$ cat config.mk
export PLATFORM = sky130hd
export DESIGN_NAME = div_rem_unit_flat
export DESIGN_NICKNAME = d
export VERILOG_FILES = /design/src/rtl/div_rem_if.sv /design/src/rtl/div_rem_unit.sv /design/src/flat_wrapper.sv
export SDC_FILE = /design/constraint.sdc
export NUM_CORES = 1
export LEC_CHECK = 0
export ABC_AREA = 1
export CAP_MARGIN = 20
export CORE_MARGIN = 1
export CORE_UTILIZATION = 54
export DETAILED_ROUTE_END_ITERATION = 10
export PLACE_DENSITY_LB_ADDON = 0.3
export SYNTH_ARGS = -nofsm -noshare
export SYNTH_HDL_FRONTEND = slang
export SYNTH_SLANG_ARGS = --single-unit
$ cat constraint.sdc
create_clock -name CLK -period 4.35 [get_ports CLK]
set_input_delay 0.6525 -clock CLK [delete_from_list [all_inputs] [get_ports CLK]]
set_output_delay 0.6525 -clock CLK [all_outputs]
set_load 0.005 [all_outputs]
$ cat src/rtl/div_rem_if.sv
// ============================================================================
// div_rem_if : request/response bundle between the EX stage and div_rem_unit
// Revision   : 1.0
// ============================================================================
`timescale 1ns/1ps
`default_nettype none

interface div_rem_if #(
  parameter int WIDTH = 32
);
  logic             START;
  logic [2:0]       FUNCT3;
  logic [WIDTH-1:0] OPERAND_A;
  logic [WIDTH-1:0] OPERAND_B;
  logic [4:0]       RD_ADDR;
  logic             FLUSH;
  logic             BUSY;
  logic             DONE;
  logic [WIDTH-1:0] RESULT;
  logic [4:0]       RD_OUT;

  modport master (
    output START, FUNCT3, OPERAND_A, OPERAND_B, RD_ADDR, FLUSH,
    input  BUSY, DONE, RESULT, RD_OUT
  );

  modport slave (
    input  START, FUNCT3, OPERAND_A, OPERAND_B, RD_ADDR, FLUSH,
    output BUSY, DONE, RESULT, RD_OUT
  );
endinterface

`default_nettype wire

$ cat src/rtl/div_rem_unit.sv
// ============================================================================
// div_rem_unit : multi-cycle RV32M DIV/DIVU/REM/REMU, radix-2 restoring
// Revision     : 1.0
// ============================================================================
`timescale 1ns/1ps
`default_nettype none

module div_rem_unit #(
  parameter int WIDTH = 32,
  parameter int CNT_W = 6
) (
  input  logic      CLK,
  input  logic      RESET,
  div_rem_if.slave  bus
);

  localparam logic [1:0] S_IDLE = 2'd0;
  localparam logic [1:0] S_CALC = 2'd1;
  localparam logic [1:0] S_FIX  = 2'd2;

  localparam logic [CNT_W-1:0] c_cnt_init = CNT_W'(WIDTH);
  localparam logic [CNT_W-1:0] c_cnt_one  = CNT_W'(1);
  localparam logic [WIDTH-1:0] c_min_neg  = {1'b1, {(WIDTH-1){1'b0}}};
  localparam logic [WIDTH-1:0] c_all_ones = {WIDTH{1'b1}};
  localparam logic [WIDTH-1:0] c_zero     = {WIDTH{1'b0}};

  logic [1:0]       r_state;
  logic [1:0]       w_state_nxt;

  logic [WIDTH-1:0] r_rem;
  logic [WIDTH-1:0] r_quo;
  logic [WIDTH-1:0] r_div;
  logic [CNT_W-1:0] r_cnt;
  logic             r_qsign;
  logic             r_rsign;
  logic             r_sel_rem;
  logic [4:0]       r_rd;

  logic             r_busy;
  logic             r_done;
  logic [WIDTH-1:0] r_result;
  logic [4:0]       r_rd_out;

  logic             w_accept;
  logic             w_step;
  logic             w_finish;

  // Operand conditioning for acceptance
  logic             w_signed;
  logic             w_a_neg;
  logic             w_b_neg;
  logic [WIDTH-1:0] w_a_mag;
  logic [WIDTH-1:0] w_b_mag;
  logic             w_div_zero;
  logic             w_ovf;
  logic             w_special;

  assign w_signed   = ~bus.FUNCT3[0];
  assign w_a_neg    = w_signed & bus.OPERAND_A[WIDTH-1];
  assign w_b_neg    = w_signed & bus.OPERAND_B[WIDTH-1];
  assign w_a_mag    = w_a_neg ? (-bus.OPERAND_A) : bus.OPERAND_A;
  assign w_b_mag    = w_b_neg ? (-bus.OPERAND_B) : bus.OPERAND_B;
  assign w_div_zero = (bus.OPERAND_B == c_zero);
  assign w_ovf      = w_signed & (bus.OPERAND_A == c_min_neg) & (bus.OPERAND_B == c_all_ones);
  assign w_special  = w_div_zero | w_ovf;

  // Restoring step: the remainder never reaches the divisor, so the shifted
  // partial remainder fits in WIDTH+1 bits and bit WIDTH of the difference is the borrow.
  logic [WIDTH:0]   w_shifted;
  logic [WIDTH:0]   w_diff;
  logic [WIDTH-1:0] w_rem_step;
  logic [WIDTH-1:0] w_quo_step;

  assign w_shifted  = {r_rem, r_quo[WIDTH-1]};
  assign w_diff     = w_shifted - {1'b0, r_div};
  assign w_rem_step = w_diff[WIDTH] ? w_shifted[WIDTH-1:0] : w_diff[WIDTH-1:0];
  assign w_quo_step = {r_quo[WIDTH-2:0], ~w_diff[WIDTH]};

  logic [WIDTH-1:0] w_quo_fix;
  logic [WIDTH-1:0] w_rem_fix;

  assign w_quo_fix = r_qsign ? (-r_quo) : r_quo;
  assign w_rem_fix = r_rsign ? (-r_rem) : r_rem;

  always_ff @(posedge CLK or posedge RESET) begin
    if (RESET) begin
      r_state <= S_IDLE;
    end else begin
      r_state <= w_state_nxt;
    end
  end

  always_comb begin
    w_state_nxt = r_state;
    if (bus.FLUSH) begin
      w_state_nxt = S_IDLE;
    end else begin
      case (r_state)
        S_IDLE:  if (bus.START && bus.FUNCT3[2]) w_state_nxt = w_special ? S_FIX : S_CALC;
        S_CALC:  if (r_cnt == c_cnt_one) w_state_nxt = S_FIX;
        S_FIX:   w_state_nxt = S_IDLE;
        default: w_state_nxt = S_IDLE;
      endcase
    end
  end

  always_comb begin
    w_accept = 1'b0;
    w_step   = 1'b0;
    w_finish = 1'b0;
    case (r_state)
      S_IDLE:  w_accept = bus.START & bus.FUNCT3[2] & ~bus.FLUSH;
      S_CALC:  w_step   = ~bus.FLUSH;
      S_FIX:   w_finish = ~bus.FLUSH;
      default: ;
    endcase
  end

  always_ff @(posedge CLK or posedge RESET) begin
    if (RESET) begin
      r_rem     <= c_zero;
      r_quo     <= c_zero;
      r_div     <= c_zero;
      r_cnt     <= '0;
      r_qsign   <= 1'b0;
      r_rsign   <= 1'b0;
      r_sel_rem <= 1'b0;
      r_rd      <= 5'd0;
    end else if (w_accept) begin
      r_sel_rem <= bus.FUNCT3[1];
      r_rd      <= bus.RD_ADDR;
      r_cnt     <= c_cnt_init;
      r_div     <= w_b_mag;
      // Special cases preload final values with signs cleared so FIX passes them through
      if (w_div_zero) begin
        r_quo   <= c_all_ones;
        r_rem   <= bus.OPERAND_A;
        r_qsign <= 1'b0;
        r_rsign <= 1'b0;
      end else if (w_ovf) begin
        r_quo   <= c_min_neg;
        r_rem   <= c_zero;
        r_qsign <= 1'b0;
        r_rsign <= 1'b0;
      end else begin
        r_quo   <= w_a_mag;
        r_rem   <= c_zero;
        r_qsign <= w_a_neg ^ w_b_neg;
        r_rsign <= w_a_neg;
      end
    end else if (w_step) begin
      r_rem <= w_rem_step;
      r_quo <= w_quo_step;
      r_cnt <= r_cnt - c_cnt_one;
    end
  end

  always_ff @(posedge CLK or posedge RESET) begin
    if (RESET) begin
      r_busy   <= 1'b0;
      r_done   <= 1'b0;
      r_result <= c_zero;
      r_rd_out <= 5'd0;
    end else begin
      r_busy <= (w_state_nxt != S_IDLE);
      r_done <= w_finish;
      if (w_finish) begin
        r_result <= r_sel_rem ? w_rem_fix : w_quo_fix;
        r_rd_out <= r_rd;
      end
    end
  end

  assign bus.BUSY   = r_busy;
  assign bus.DONE   = r_done;
  assign bus.RESULT = r_result;
  assign bus.RD_OUT = r_rd_out;

endmodule

`default_nettype wire

$ cat src/flat_wrapper.sv
// flat-port wrapper written by rule: the top's interface ports become plain ports
module div_rem_unit_flat 
#(
  parameter int WIDTH = 32,
  parameter int CNT_W = 6
)
  (CLK, RESET, bus_START, bus_FUNCT3, bus_OPERAND_A, bus_OPERAND_B, bus_RD_ADDR, bus_FLUSH, bus_BUSY, bus_DONE, bus_RESULT, bus_RD_OUT);
  div_rem_if #(.WIDTH(WIDTH)) bus_i ();
  input  logic CLK;
  input  logic RESET;
  input wire logic [$bits(bus_i.START)-1:0] bus_START;
  input wire logic [$bits(bus_i.FUNCT3)-1:0] bus_FUNCT3;
  input wire logic [$bits(bus_i.OPERAND_A)-1:0] bus_OPERAND_A;
  input wire logic [$bits(bus_i.OPERAND_B)-1:0] bus_OPERAND_B;
  input wire logic [$bits(bus_i.RD_ADDR)-1:0] bus_RD_ADDR;
  input wire logic [$bits(bus_i.FLUSH)-1:0] bus_FLUSH;
  output wire logic [$bits(bus_i.BUSY)-1:0] bus_BUSY;
  output wire logic [$bits(bus_i.DONE)-1:0] bus_DONE;
  output wire logic [$bits(bus_i.RESULT)-1:0] bus_RESULT;
  output wire logic [$bits(bus_i.RD_OUT)-1:0] bus_RD_OUT;
  assign bus_i.START = bus_START;
  assign bus_i.FUNCT3 = bus_FUNCT3;
  assign bus_i.OPERAND_A = bus_OPERAND_A;
  assign bus_i.OPERAND_B = bus_OPERAND_B;
  assign bus_i.RD_ADDR = bus_RD_ADDR;
  assign bus_i.FLUSH = bus_FLUSH;
  assign bus_BUSY = bus_i.BUSY;
  assign bus_DONE = bus_i.DONE;
  assign bus_RESULT = bus_i.RESULT;
  assign bus_RD_OUT = bus_i.RD_OUT;
  div_rem_unit #(.WIDTH(WIDTH), .CNT_W(CNT_W)) u_core (.CLK(CLK), .RESET(RESET), .bus(bus_i));
endmodule
## Word level (Yosys, flattened, before mapping)

Cells that the tools add are included.
Widths: inputs -> output; s select.

- Register bits after elaboration: 151
- Output and inout bits: 39
- Word-level logic and storage cells: 67

- Add/sub/neg operators: 6
- Eq/ne operators: 5
- Muxes and demuxes: 27
- Bitwise operators: 11
- Reductions and logical operators: 5

Operators by type and width:

| cell | number |
|---|---|
| $mux 32 | 13 |
| $neg 32->32 | 4 |
| $eq 32x32->1 const B | 2 |
| $sub 33x32->33 | 1 |
| $logic_not 32->1 | 1 |
| $mux 6 | 2 |
| $mux 2 | 4 |
| $mux 1 | 7 |
| $and 1x1->1 | 6 |
| $eq 6x1->1 const B | 1 |
| $sub 6x1->6 const B | 1 |
| $pmux 2 s2 | 1 |
| $reduce_bool 2->1 | 2 |
| $not 1->1 | 3 |
| $eq 2x1->1 const B | 1 |
| $eq 2x2->1 const B | 1 |
| $logic_not 2->1 | 1 |
| $logic_and 1x1->1 | 1 |
| $or 1x1->1 | 1 |
| $xor 1x1->1 | 1 |

## Longest topological paths before layout

Gate-level depths: netlist (run 1).

- Depth in word-level cells: 9
- Gate-level depth with buffers: 18
- Depth with buffers taken out: 18

## Least setup slack after synthesis (run 1)

Ideal clock, no wire load.

- Path type: register to register
- Start point: register u_core.r_quo[31]
- End point: register u_core.r_rem[10]
- Setup time: 0.124 ns
- Arrival: 2.146 ns
- Data required time: 4.226 ns
- Setup slack: 2.080 ns
- Stages on the path, launching flop included: 19
- Clock period less this slack: 2.270 ns
- Cells stage by stage: dfrtp_1 inv_1 ha_1 fa_1 inv_1 nand3_1 nand2_1 nand2_1 nand2_2 nand2_1 nand2_2 nand2_2 nand2_1 nand2_1 nand2_2 buf_2 nand2_1 nand3_1 a21oi_1

- Cells in the longest elaborated chain, start to end: 4

Ends and longest elaborated chain:

| element | line | text |
|---|---|---|
| from (decl) | div_rem_unit.sv:31 | `logic [WIDTH-1:0] r_quo;` |
| from (signal assigned) | div_rem_unit.sv:122 | `r_quo <= c_zero;` |
| from (signal assigned) | div_rem_unit.sv:136 | `r_quo <= c_all_ones;` |
| from (signal assigned) | div_rem_unit.sv:141 | `r_quo <= c_min_neg;` |
| $sub 33x32->33 | div_rem_unit.sv:75 | `assign w_diff = w_shifted - {1'b0, r_div};` |
| $mux 32 | div_rem_unit.sv:76 | `assign w_rem_step = w_diff[WIDTH] ? w_shifted[WIDTH-1:0] : w_diff[WIDTH-1:0];` |
| $mux 32 | div_rem_unit.sv:151 | `end else if (w_step) begin` |
| $mux 32 | div_rem_unit.sv:129 | `end else if (w_accept) begin` |
| to (signal assigned) | div_rem_unit.sv:137 | `r_rem <= bus.OPERAND_A;` |
| to (signal assigned) | div_rem_unit.sv:147 | `r_rem <= c_zero;` |
| to (signal assigned) | div_rem_unit.sv:152 | `r_rem <= w_rem_step;` |
| to (decl) | div_rem_unit.sv:30 | `logic [WIDTH-1:0] r_rem;` |

No other way between the ends. The select of a mux whose other input is x is not followed.
A chain may end at the register's enable or synchronous reset.

## Final worst setup path (run 1)

- Start point: input port bus_OPERAND_A[24]
- End point: register u_core.r_quo[31]

- Cells in the longest elaborated chain, start to end: 6
- Elaborated cells between the ends (all ways): 8

Ends and longest elaborated chain:

| element | line | text |
|---|---|---|
| from (decl) | flat_wrapper.sv:13 | `input wire logic [$bits(bus_i.OPERAND_A)-1:0] bus_OPERAND_A;` |
| parallel branches: the longest is 3 deep, another holds $neg 32->32 | -- |  |
| $mux 32 * | div_rem_unit.sv:140 | `end else if (w_ovf) begin` |
| $mux 32 * | div_rem_unit.sv:135 | `if (w_div_zero) begin` |
| $mux 32 * | div_rem_unit.sv:129 |  |
| to (signal assigned) | div_rem_unit.sv:136 |  |
| to (signal assigned) | div_rem_unit.sv:141 |  |
| to (signal assigned) | div_rem_unit.sv:146 | `r_quo <= w_a_mag;` |

Every way passes the cells marked *.

==> flow_metrics.tcl, run 1 <==
set metrics [dict create \
    cts-resized-gates 0 \
    cp_max_fo 21 \
    tritoncts "built" \
    place.gp.congestion 0.964 \
    cellPowerDensity_nw_per_um2 624 \
    wl_met2_mm 19.1 \
    cpPeakStageDelay_ns 0.59 \
    cp-end-kind "flop" \
    ys_types 46 \
    p_leak_nw 7.67 \
    die-area_um2 24800 \
    fin_tns_setup_ns 0 \
    port-buffer-count 114 \
    dp_hpwl_mm 33.8 \
    post-route-util_pct 63.4 \
    totalWireLength_mm 43.8 \
    synth-async-reset-ratio_pct 100 \
    drv_cap 0 \
    worst_path_max_delay_cell "nand2_1" \
    status "complete, no violations" \
    cts_num_sinks 151 \
    crit_arrival_ns 3.78 \
    crit_type "in2reg" \
    setup_viol 0 \
    path_buf_inv 3 \
    grt_pass1_vias 13200 \
    hold_viol_final 0 \
    ctsHoldBuffers 0 \
    area_growth_pct 14.7 \
    clk_latency_ns 0.44 \
    rsz0062_at_grt "no" \
    yosys_warnings 0 \
    synth-seq-cells 151 \
    clk_pin_slew_ns 0.08 \
    synth_area_um2 13100 \
    postRouteAntennaNets 0 \
    cts_root_buf "clkbuf_16" \
    synthTopCellsByArea "dfrtp_1 29%, nand2_1 19%, nand3_1 8.5%" \
    grt.overflow.total 0 \
    dr.max_layer_used "met4" \
    drc 0 \
    dp.cells 2518 \
    core_region_area_um2 23600 \
    cp_common_cell "nor2_1" \
    crit_chain "clkdlybuf4s50_1 -> nor2_1 -> inv_1 -> nor3_1 -> inv_1 -> nor2_1 -> nand3_1 -> nor2_1 -> nand2_1 -> nand3_1 -> a21oi_1 -> o21ai_0" \
    final-max-slew-violation-count 0 \
    m1WireLength_mm 19.3 \
    synthesis.nets 2263 \
    synth_edf_count 0 \
    htree_levels 4 \
    die_h_um 157 \
    required_ns 4.70 \
    fin_skew_ns 0.0170 \
    synth_area_leader_cell "dfrtp_1" \
    vias_per_cell 5.63 \
    fin_crit_ns 3.42 \
    hp-class "reg2reg" \
    drtIter0Drc 1635 \
    io_pins 115 \
    ir_worst_vdd_mv 0.296 \
    grt_max_degree 152 \
    worst_pin_slew_ns 1.05 \
    grt_pass1_wl_mm 69.3 \
    routedWlPerCell_um 17.2 \
    drtPass1Iterations 8 \
    stdcell_count 2550 \
    whs_ns 0.475 \
    syn_area_per_cell_um2 6.08 \
    die_w_um 157 \
    antenna_cells 0 \
    final_nets 2334 \
    initial_utilization_pct 55.3 \
    relSlewSlack_pct 29.7 \
    cts_buffers 17 \
    postCtsSetupBuffers 0 \
    vias 14400 \
    grt_usage_pct 36.5 \
    synth_top_area_share_pct 28.9 \
    synthFlopType "dfrtp_1" \
    max_freq_mhz 292 \
    start_kind "input pin" \
    wl_met3_mm 3.58 \
    post-route-period-util_pct 78.7 \
    seq_area_frac_synth_pct 28.9 \
    crit_family "simple AND/OR/NAND/NOR gates" \
    antenna_found_initial 0 \
    synth_cells 2147 \
    num-fill-cells 2333 \
    max-clock-path-buffers 2 \
    rows 56 \
    drive_above_1_share_pct 3.85 \
]
-- metrics by stage --
step | power (mW) | setup slack [ns] | cell area (um^2)
finish | 9.35 | 0.927 | 15000
global route | 10.2 | 0.639 | 15000
CTS | 9.25 | 1.01 | 15000
detailed placement | 7.72 | 0.583 | 14400
global placement | 7.60 | 0.558 | 14400
floorplan | 6.19 | 1.79 | 13100
-- routing by layer --
layer / track usage (%) / up-vias
met5: 0 / -
met4: 15.2 / 0
met3: 6.83 / 112
met2: 56.7 / 666
met1: 49.8 / 6572
li1: - / 7004
-- registers in the layout, summed over array words and instances, names as in the netlist --
| name | count |
|---|---|
| u_core.r_rsign | 1 |
| u_core.r_state | 2 |
| u_core.r_div | 32 |
| u_core.r_quo | 32 |
| u_core.r_sel_rem | 1 |
| u_core.bus.RD_OUT | 5 |
| u_core.bus.DONE | 1 |
| u_core.r_rem | 32 |
| u_core.r_cnt | 6 |
| u_core.r_rd | 5 |
| u_core.r_qsign | 1 |
| u_core.bus.RESULT | 32 |
| u_core.bus.BUSY | 1 |
-- cells in the final DEF, fill, tap and decap left out, types with 23 or more instances in the layout --
| cell type | n |
|---|---|
| clkdlybuf4s50_1 | 114 |
| nor2_1 | 216 |
| dfrtp_1 | 151 |
| nand3_1 | 223 |
| nor3_1 | 23 |
| xor2_1 | 40 |
| ha_1 | 39 |
| o21ai_1 | 24 |
| o21ai_0 | 136 |
| a21oi_1 | 103 |
| inv_1 | 296 |
| nand2_1 | 676 |
-- path summary, 6_finish.rpt --
check,start,to,slack (ns),depth (start not counted)
setup / recovery,bus_OPERAND_A[24],u_core.r_quo[31]$_DFFE_PP0P_,0.93,12
hold / removal,u_core.bus.RD_OUT[2]$_DFFE_PP0P_,u_core.bus.RD_OUT[2]$_DFFE_PP0P_,0.47,2
setup reg to reg,u_core.r_quo[31]$_DFFE_PP0P_,u_core.r_rem[26]$_DFFE_PP0P_,1.05,18
max in group asynchronous,RESET,u_core.r_rem[9]$_DFFE_PP0P_,2.84,3
hold reg to reg,u_core.bus.RD_OUT[2]$_DFFE_PP0P_,u_core.bus.RD_OUT[2]$_DFFE_PP0P_,0.47,2
min in group asynchronous,RESET,u_core.bus.RESULT[7]$_DFFE_PP0P_,0.70,3
-- cell type report --
| class | count | area [um^2] | area share (%) |
|---|---|---|---|
| Clock buffer | 18 | 439 | 2.93 |
| Clock inverter | 14 | 154 | 1.03 |
| Inverter | 300 | 1130 | 7.55 |
| Multi-Input combinational cell | 1621 | 7820 | 52.2 |
| Sequential cell | 151 | 3780 | 25.2 |
| Tap cell | 319 | 399 | 2.67 |
| Timing Repair Buffer | 127 | 1250 | 8.35 |
-- worst register-to-register path: cells and delay by family, from the launching register on --
kind | cells | cell delay, ns
and+or+nand+nor | 13 | 1.68
adders and majority gates | 2 | 0.71
DFF | 1 | 0.41
buffers and inverters | 2 | 0.30
AOI/OAI and AO/OA | 1 | 0.12
-- cells in the mapped netlist, types with 2 or more instances --
master,instances
nand2_1,677
inv_1,297
nand3_1,223
nor2_1,218
dfrtp_1,151
o21ai_0,136
a21oi_1,103
clkbuf_1,48
xor2_1,40
ha_1,39
o21ai_1,24
nor3_1,23
a31oi_1,19
nand4_1,19
xnor2_1,14
nand3b_1,12
buf_1,9
buf_2,9
nor2_2,8
buf_6,7
o211ai_1,7
o22ai_1,7
nand2_2,6
nor3_2,5
o31ai_1,5
or2_2,5
a41oi_1,4
a21o_1,3
nand2_4,3
nor4_1,3
o21bai_1,3
and2_1,2
inv_2,2
nor2_4,2
o21ai_2,2
o41ai_1,2
-- kinds of logic after synthesis --
group                      synth area share [%]
buffers and inverters                      11.3
DFF                                        28.9
xor gates and xnor gates                   3.62
and+or+nand+nor                            39.3
adders and majority gates                  3.89
AOI/OAI and AO/OA                          12.9
-- where the power goes --
| part | leakage [nW] | total [mW] | internal, mW | switching (mW) |
|---|---|---|---|---|
| sequential | 1.86 | 2.39 | 1.82 | 0.570 |
| clock | 0.286 | 1.51 | 0.783 | 0.725 |
| combinational | 5.53 | 5.45 | 1.85 | 3.60 |
Note: power is estimated with default switching activity, not from simulation.
==> inputs of run 2 (changes only) <==
Settings changed: CORE_UTILIZATION 54 to 60.
Clock period 4.35 ns to 3.4 ns, I/O delays scaled along.
==> flow_metrics.tcl, run 2 (synthesis results as in run 1) <==
set metrics [dict create \
    p_leak_nw 7.74 \
    htree_levels 4 \
    grt_max_degree 113 \
    antenna_cells 0 \
    vias 15000 \
    core_region_area_um2 21200 \
    fin_ws_ns 0.485 \
    final_cell_mix "676 x nand2_1, 296 x inv_1, 223 x nand3_1" \
    cp_common_cell "nand2_1" \
    power_mw 12.1 \
    cellPowerDensity_nw_per_um2 806 \
    status "complete, no violations" \
    path_buf_inv 3 \
    final_nets 2345 \
    grt_pass1_vias 13600 \
    place.gp.congestion 0.999 \
    post-route-period-util_pct 85.7 \
    cp_max_fo 27 \
    totalWireLength_mm 44.8 \
    initial_utilization_pct 61.7 \
    io_pins 115 \
    setup_viol 0 \
    drtIter0Drc 1784 \
    hold_viol_final 0 \
    die_h_um 150 \
    die-area_um2 22400 \
    mostFrequentLayoutCell "nand2_1" \
    reg2reg_slack_ns 0.48 \
    crit_type "reg2reg" \
    routedWlPerCell_um 17.8 \
    drtPass1Iterations 6 \
    worst_path_max_delay_cell "fa_1" \
    cts_buffers 17 \
    grt_usage_pct 40.6 \
    fin_crit_ns 2.92 \
    worst_pin_slew_ns 0.936 \
    ir_worst_vdd_mv 0.455 \
    port-buffer-count 114 \
    postCtsSetupBuffers 0 \
    clk_pin_slew_ns 0.07 \
    relSlewSlack_pct 37.6 \
    r2r_cells 18 \
    cts-resized-gates 0 \
    drive_above_1_share_pct 4.28 \
    r2r-end "u_core.r_rem[12]$_DFFE_PP0P_" \
    fin_skew_ns 0.0186 \
    rsz0062_at_grt "no" \
    hp-class "reg2reg" \
    drv_cap 0 \
    tritoncts "built" \
    max-clock-path-buffers 2 \
    final-max-slew-violation-count 0 \
    hold_depth 2 \
    drc 0 \
    crit_arrival_ns 3.23 \
    ctsHoldBuffers 0 \
    min_to "u_core.bus.RD_OUT[0]$_DFFE_PP0P_" \
    grt.overflow.total 0 \
    worstReg2RegStart "u_core.r_quo[31]$_DFFE_PP0P_" \
    dp_hpwl_mm 34.0 \
    rows 53 \
    dp_slack_ns 0.312 \
    antenna_found_initial 0 \
    cts_root_buf "clkbuf_16" \
    max_freq_mhz 343 \
    cts_num_sinks 151 \
    area_growth_pct 15.0 \
    vias_per_cell 5.95 \
    cpPeakStageDelay_ns 0.44 \
    grt_pass1_wl_mm 70.0 \
    crit_chain "inv_1 -> ha_1 -> fa_1 -> inv_1 -> nand3_1 -> nand2_1 -> nand2_1 -> nand2_2 -> nand2_1 -> nand2_2 -> nand2_2 -> nand2_1 -> nand2_1 -> nand2_4 -> buf_4 -> nand2_1 -> nand3_1 -> a21oi_1" \
    min_from "u_core.r_rd[0]$_DFFE_PP0P_" \
    start_kind "flop" \
    crit_family "simple AND/OR/NAND/NOR gates" \
    fin_tns_setup_ns 0 \
    required_ns 3.71 \
    die_w_um 150 \
    cp-end-kind "flop" \
    postRouteAntennaNets 0 \
    clk_latency_ns 0.45 \
]
[run 2: cell count changes in the layout (fill, tap and decap cells not counted)]
cell,before,now
buf_4,12,21
clkinvlp_4,2,1
clkinv_8,4,3
inv_8,1,4
buf_12,1,3
clkinv_4,1,2
inv_6,7,5
clkbuf_8,1,0
clkbuf_1,0,1
[run 2: worst reg2reg max path: stages (launching register included)]
cell and delay [ns]:
dfrtp_1 0.39, inv_1 0.10, ha_1 0.27, fa_1 0.44, inv_1 0.10, nand3_1 0.06, nand2_1 0.14, nand2_1 0.08
nand2_2 0.09, nand2_1 0.07, nand2_2 0.08, nand2_2 0.07, nand2_1 0.08, nand2_1 0.11, nand2_4 0.25, buf_4 0.22
nand2_1 0.06, nand3_1 0.09, a21oi_1 0.08
[run 2: final cells by class]
| class | count | area, um^2 |
|---|---|---|
| clock buffers | 18 | 429 |
| clock inverters | 14 | 155 |
| fillers | 1859 | 6130 |
| inverters | 300 | 1130 |
| multi-input cells | 1621 | 7820 |
| flip-flops and latches | 151 | 3780 |
| well taps | 275 | 344 |
| repair buffers | 138 | 1360 |
[run 2: routing by layer]
layer	track usage (%)	up-vias	part of all wire [%]
li1	-	7015	-
met1	56.1	6811	41
met2	62.4	967	44
met3	6.13	192	11
met4	18.6	0	5.0
met5	0	-	0
[run 2: how the worst max path moves through the flow]
stage | start | endpoint | slack [ns] | depth (start not counted)
3_5_place_dp | bus_OPERAND_A[24] | u_core.r_quo[11]$_DFFE_PP0P_ | 0.31 | 14
2_1_floorplan | RESET | u_core.bus.BUSY$_DFF_PP0_ | 0.99 | 1
5_1_grt | u_core.r_quo[31]$_DFFE_PP0P_ | u_core.r_rem[12]$_DFFE_PP0P_ | 0.33 | 18
3_3_place_gp | bus_OPERAND_A[24] | u_core.r_quo[0]$_DFFE_PP0P_ | 0.28 | 14
4_1_cts | u_core.r_quo[31]$_DFFE_PP0P_ | u_core.r_rem[12]$_DFFE_PP0P_ | 0.54 | 18
6_report | u_core.r_quo[31]$_DFFE_PP0P_ | u_core.r_rem[12]$_DFFE_PP0P_ | 0.48 | 18
[run 2: metrics by stage]
step	utilization, %	instance area (um^2)	hold WS, ns	std cells
floorplan	-	13100	0.449	2147
CTS	71.0	15000	0.484	2517
detailed placement	68.2	14400	0.466	2485
global placement	68.2	14400	0.457	2485
finish	71.0	15000	0.479	2517
global route	71.0	15000	0.496	2517
[run 2: power by group]
group	switching [mW]	internal, mW	leakage, nW
sequential	0.729	2.33	1.86
clock	0.935	0.987	0.286
combinational	4.71	2.41	5.59
total	6.37	5.73	7.74
